## src/rtl/gpr_file_sb_if.sv

```systemverilog
// Decode/writeback <-> register file bus for gpr_file_sb.
// master: pipeline side (drives writes, issues and read addresses).
// slave : register file (returns read data, busy flags and the live scoreboard).
interface gpr_file_sb_if #(
    parameter int DATA_W   = 32,
    parameter int NUM_REGS = 32,
    parameter int ADDR_W   = 5,
    parameter int NUM_RD   = 2
);
    logic                     wr_en;
    logic [ADDR_W-1:0]        wr_addr;
    logic [DATA_W-1:0]        wr_data;
    logic                     iss_en;
    logic [ADDR_W-1:0]        iss_addr;
    logic [NUM_RD*ADDR_W-1:0] rd_addr;
    logic [NUM_RD*DATA_W-1:0] rd_data;
    logic [NUM_RD-1:0]        rd_busy;
    logic [NUM_REGS-1:0]      busy_vec;

    modport master (
        output wr_en, wr_addr, wr_data, iss_en, iss_addr, rd_addr,
        input  rd_data, rd_busy, busy_vec
    );

    modport slave (
        input  wr_en, wr_addr, wr_data, iss_en, iss_addr, rd_addr,
        output rd_data, rd_busy, busy_vec
    );
endinterface

```

## src/rtl/gpr_file_sb.sv

```systemverilog
// General-purpose register file with NUM_RD registered read ports, one write
// port and a single-bit-per-register busy scoreboard. Register 0 is zero.
// Build option: define GPR_BYPASS_EN to forward same-cycle writeback data to
// the read ports; otherwise reads return the pre-write stored value.
module gpr_file_sb #(
    parameter int DATA_W   = 32,
    parameter int NUM_REGS = 32,
    parameter int ADDR_W   = 5,
    parameter int NUM_RD   = 2
) (
    input  logic          clk,
    input  logic          rst,
    gpr_file_sb_if.slave  bus
);

    logic [NUM_REGS-1:0][DATA_W-1:0] regs_q;
    logic [NUM_REGS-1:0]             busy_q, busy_d;
    logic [NUM_RD-1:0][DATA_W-1:0]   rd_data_q, rd_data_d;
    logic [NUM_RD-1:0]               rd_busy_q, rd_busy_d;
    logic                            wr_hit, iss_hit;

    // Address 0 is never a real destination, so both strobes are qualified here.
    assign wr_hit  = bus.wr_en  && (bus.wr_addr  != '0);
    assign iss_hit = bus.iss_en && (bus.iss_addr != '0);

    // Scoreboard next state: clear on writeback, then set on issue so a newer
    // producer to the same register wins over the completing one.
    always_comb begin
        busy_d = busy_q;
        if (wr_hit)  busy_d[bus.wr_addr]  = 1'b0;
        if (iss_hit) busy_d[bus.iss_addr] = 1'b1;
        busy_d[0] = 1'b0;
    end

    // Read-port next state; busy follows the scoreboard next state so the flag
    // lines up with the data returned in the same cycle.
    always_comb begin
        rd_data_d = '0;
        rd_busy_d = '0;
        for (int k = 0; k < NUM_RD; k++) begin
            logic [ADDR_W-1:0] a;
            a = bus.rd_addr[k*ADDR_W +: ADDR_W];
            rd_data_d[k] = regs_q[a];
`ifdef GPR_BYPASS_EN
            if (wr_hit && (bus.wr_addr == a)) rd_data_d[k] = bus.wr_data;
`endif
            rd_busy_d[k] = busy_d[a];
        end
    end

    // Register storage; entry 0 is only ever reset, so it stays zero.
    always_ff @(posedge clk or posedge rst) begin
        if (rst)         regs_q <= '0;
        else if (wr_hit) regs_q[bus.wr_addr] <= bus.wr_data;
    end

    // Scoreboard and registered read outputs.
    always_ff @(posedge clk or posedge rst) begin
        if (rst) begin
            busy_q    <= '0;
            rd_data_q <= '0;
            rd_busy_q <= '0;
        end else begin
            busy_q    <= busy_d;
            rd_data_q <= rd_data_d;
            rd_busy_q <= rd_busy_d;
        end
    end

    assign bus.rd_data  = rd_data_q;
    assign bus.rd_busy  = rd_busy_q;
    assign bus.busy_vec = busy_q;

endmodule

```

## src/flat_wrapper.sv

```systemverilog
// flat-port wrapper written by rule: the top's interface ports become plain ports
module gpr_file_sb_flat 
#(
    parameter int DATA_W   = 32,
    parameter int NUM_REGS = 32,
    parameter int ADDR_W   = 5,
    parameter int NUM_RD   = 2
)
  (clk, rst, bus_wr_en, bus_wr_addr, bus_wr_data, bus_iss_en, bus_iss_addr, bus_rd_addr, bus_rd_data, bus_rd_busy, bus_busy_vec);
  gpr_file_sb_if #(.DATA_W(DATA_W), .NUM_REGS(NUM_REGS), .ADDR_W(ADDR_W), .NUM_RD(NUM_RD)) bus_i ();
  input  logic clk;
  input  logic rst;
  input wire logic [$bits(bus_i.wr_en)-1:0] bus_wr_en;
  input wire logic [$bits(bus_i.wr_addr)-1:0] bus_wr_addr;
  input wire logic [$bits(bus_i.wr_data)-1:0] bus_wr_data;
  input wire logic [$bits(bus_i.iss_en)-1:0] bus_iss_en;
  input wire logic [$bits(bus_i.iss_addr)-1:0] bus_iss_addr;
  input wire logic [$bits(bus_i.rd_addr)-1:0] bus_rd_addr;
  output wire logic [$bits(bus_i.rd_data)-1:0] bus_rd_data;
  output wire logic [$bits(bus_i.rd_busy)-1:0] bus_rd_busy;
  output wire logic [$bits(bus_i.busy_vec)-1:0] bus_busy_vec;
  assign bus_i.wr_en = bus_wr_en;
  assign bus_i.wr_addr = bus_wr_addr;
  assign bus_i.wr_data = bus_wr_data;
  assign bus_i.iss_en = bus_iss_en;
  assign bus_i.iss_addr = bus_iss_addr;
  assign bus_i.rd_addr = bus_rd_addr;
  assign bus_rd_data = bus_i.rd_data;
  assign bus_rd_busy = bus_i.rd_busy;
  assign bus_busy_vec = bus_i.busy_vec;
  gpr_file_sb #(.DATA_W(DATA_W), .NUM_REGS(NUM_REGS), .ADDR_W(ADDR_W), .NUM_RD(NUM_RD)) u_core (.clk(clk), .rst(rst), .bus(bus_i));
endmodule
```

## config.mk

```make
export PLATFORM = sky130hd
export DESIGN_NAME = gpr_file_sb_flat
export DESIGN_NICKNAME = d
export VERILOG_FILES = /design/src/rtl/gpr_file_sb_if.sv /design/src/rtl/gpr_file_sb.sv /design/src/flat_wrapper.sv
export SDC_FILE = /design/constraint.sdc
export NUM_CORES = 2
export LEC_CHECK = 0
export BUFFER_PORTS_ARGS = -buffer_cell sky130_fd_sc_hd__buf_2
export CORE_UTILIZATION = 45
export CTS_CLUSTER_SIZE = 16
export DETAILED_ROUTE_END_ITERATION = 8
export GPL_ROUTABILITY_DRIVEN = 0
export HOLD_SLACK_MARGIN = 0.03
export PLACE_DENSITY = 0.67
export SLEW_MARGIN = 10
export SYNTH_ARGS = -nofsm -noshare
export SYNTH_HDL_FRONTEND = slang
export SYNTH_SLANG_ARGS = --single-unit
export TNS_END_PERCENT = 20
```

## constraint.sdc

```tcl
create_clock -name clk -period 42.1 [get_ports clk]
set_input_delay 6.315 -clock clk [delete_from_list [all_inputs] [get_ports clk]]
set_output_delay 6.315 -clock clk [all_outputs]
set_load 0.02 [all_outputs]
```

==> results.cfg <==
[die]
start_util = 0.454
num_rows = 130
ios = 154
die_y_um = 358
die_area_sq_um = 129000
core-area_sq_um = 126000
die_x_um = 358

[sta]
rsz0062_at_grt = no
tns_ps = 0
slew_violations = 0
max_clock_freq_mhz = 108
min_period_ps = 9250
period_share = 0.220
relSlewSlack = 0.187
clock_skew_ps = 19.9
hold_violations = 0
setup_viol = 0
tightest_slew_ps = 1200

[worst_setup_path]
critPathKind = in -> reg
crit_path_start = bus_rd_addr[0]
r2r-start = u_core.bus.busy_vec[21]$_DFF_PP0_
cp.required_ps = 42690
timing.rr.end = u_core.bus.rd_busy[1]$_DFF_PP0_
crit_arrival_ps = 9850
crit_path_end = u_core.bus.rd_data[5]$_DFF_PP0_
cp-start-kind = input pin
rr_worst_depth = 5
path_max_fanout = 50
end_kind = flop
r2r_slack_ps = 40250

[global_route]
antenna_found_initial = 10
track_usage = 0.258
grt_pass1_vias = 34535
grt_overflow_total = 0
grt_pass1_wl_um = 241000
grt_max_degree = 121

[synth]
synth_edf_count = 0
yosys.area.top_type = dfrtp_1
yosysWarnings = 0
synth_cell_types = 47
async_reset_ff_frac = 1.00
syn-num-nets = 3518
yosys_most_used_dff = dfrtp_1
syn_area_per_cell_sq_um = 16.5
postSynthCellCount = 3462
synth_area_leaders = dfrtp_1, mux4_2, mux2_2
yosysSeqAreaShare = 0.491
synth_top_area_share = 0.491
netlist_area_sq_um = 57200
ys_seq_elements = 1121

[drt]
dr.pass1.iters = 5
drcViolationCount = 0
vias_per_cell = 6.45
avgRoutedWirePerCell_um = 31.5
vias = 33150
drt_iter0_markers = 2688
wl_um = 162000
ant_nets = 0

[final_layout]
area_growth_pct = 10.6
drive_above_1_share = 0.605
utilization = 0.502
nNetsFinal = 3444

[clocking]
clock_latency_ps = 730
cts_setup_buffers = 0
clk_pin_slew_ps = 60
clock_sinks = 1121
root_buffer = clkbuf_16
numCtsBuffers = 120
cts_buffer_depth = 3
htreeDepth = 3
cts_tree = built
cts_resized = 0
hold_buffers = 0

[min_path]
hold_class = reg -> reg
min_path_cells = 0

[job]
maxCapViolations = 0

[pwr]
p_leak_nw = 27.8
p_per_area_nw_per_um2 = 50.5
power_w = 0.00319
peakVddDrop_v = 0.0000412

[run_status]
outcome = complete, no violations

[placement]
hpwl_um = 82600
io_buffers = 152
[per-stage QoR]
stage | worst slack, ps | instances | area, sq um | hold slack [ps]
after detailed placement | 32030 | 4916 | 59100 | 382
after CTS | 32790 | 5137 | 63300 | 396
final | 32850 | 5139 | 63300 | 393
after global routing | 32530 | 5139 | 63300 | 411
after floorplan | 4220 | 3462 | 57200 | 441
after global placement | 32030 | 4916 | 59100 | 377
[cell usage in the layout, fill, tap and decap left out, types with 21 or more instances in the layout]
cell       synthesis  routed
clkbuf_16          0     125
nand2_1          115      88
mux2_2          1033    1033
nand2_4            0      27
clkinv_2           0      26
mux4_2           640     640
clkbuf_8           0      32
buf_4             13      47
clkbuf_1         224      21
dfrtp_1         1121    1121
buf_2             58     144
[per-layer routing]
metal,vias up,global-route usage,part of all wire
li1,13308,-,-
met1,18406,0.369,0.43
met2,1164,0.393,0.46
met3,264,0.0657,0.079
met4,8,0.0691,0.024
met5,-,0,0.00030
[kinds of logic (layout without fill, tap and decap cells)]
group | Yosys count | after routing | synth area share
compound gates | 75 | 75 | 0.00991
flops | 1121 | 1121 | 0.491
other cells | 1 | 3 | 0.0000656
simple gates | 171 | 171 | 0.0135
buf+inv | 417 | 442 | 0.0299
mux | 1677 | 1677 | 0.456
[how the worst min path moves through the flow]
| stage | slack, ps | to | from |
|---|---|---|---|
| after global routing | 410 | u_core.regs_q[12]$_DFFE_PP0P_ | u_core.regs_q[12]$_DFFE_PP0P_ |
| after CTS | 400 | u_core.regs_q[12]$_DFFE_PP0P_ | u_core.regs_q[12]$_DFFE_PP0P_ |
| after floorplan | 440 | u_core.regs_q[0]$_DFFE_PP0P_ | u_core.regs_q[0]$_DFFE_PP0P_ |
| after global placement | 380 | u_core.regs_q[18]$_DFFE_PP0P_ | u_core.regs_q[18]$_DFFE_PP0P_ |
| after detailed placement | 380 | u_core.regs_q[22]$_DFFE_PP0P_ | u_core.regs_q[22]$_DFFE_PP0P_ |
| final | 390 | u_core.regs_q[14]$_DFFE_PP0P_ | u_core.regs_q[14]$_DFFE_PP0P_ |
[power by group]
part           internal (W)  total, W  switching [W]
clock network      0.000663   0.00111       0.000450
registers           0.00129   0.00144       0.000149
logic              0.000389  0.000642       0.000252
total               0.00234   0.00319       0.000852
[Yosys cell counts (all sizes together) (5+ instances only)]
master	n
nor2	14
mux2	1033
o22ai	8
clkbuf	224
inv	22
nand2b	8
a22oi	17
buf	171
nor2b	7
mux4	640
dfrtp	1121
nor3	5
nand2	115
a22o	14
o21ai	5
a21oi	6
[state kept, by name (all words and copies together) (netlist names)]
signal / cells
u_core.bus.rd_data: 64
u_core.bus.busy_vec: 31
u_core.bus.rd_busy: 2
u_core.regs_q: 1024
[final cells by class]
cell class / instances / area (sq um)
antenna: 2 / 5.00
clock buffer: 178 / 3650
clock inverter: 43 / 522
fill: 10509 / 62600
inverter: 22 / 96.3
multi-input combinational: 1924 / 27700
sequential: 1121 / 28100
tap: 1650 / 2060
timing repair buffer: 199 / 1200
[worst max-delay path, cell delays in order]
cell and delay (ps):
buf_8 450, buf_4 930, buf_4 710, mux4_2 580, mux4_2 490, mux2_2 270
(Power assumes the default switching activity.)
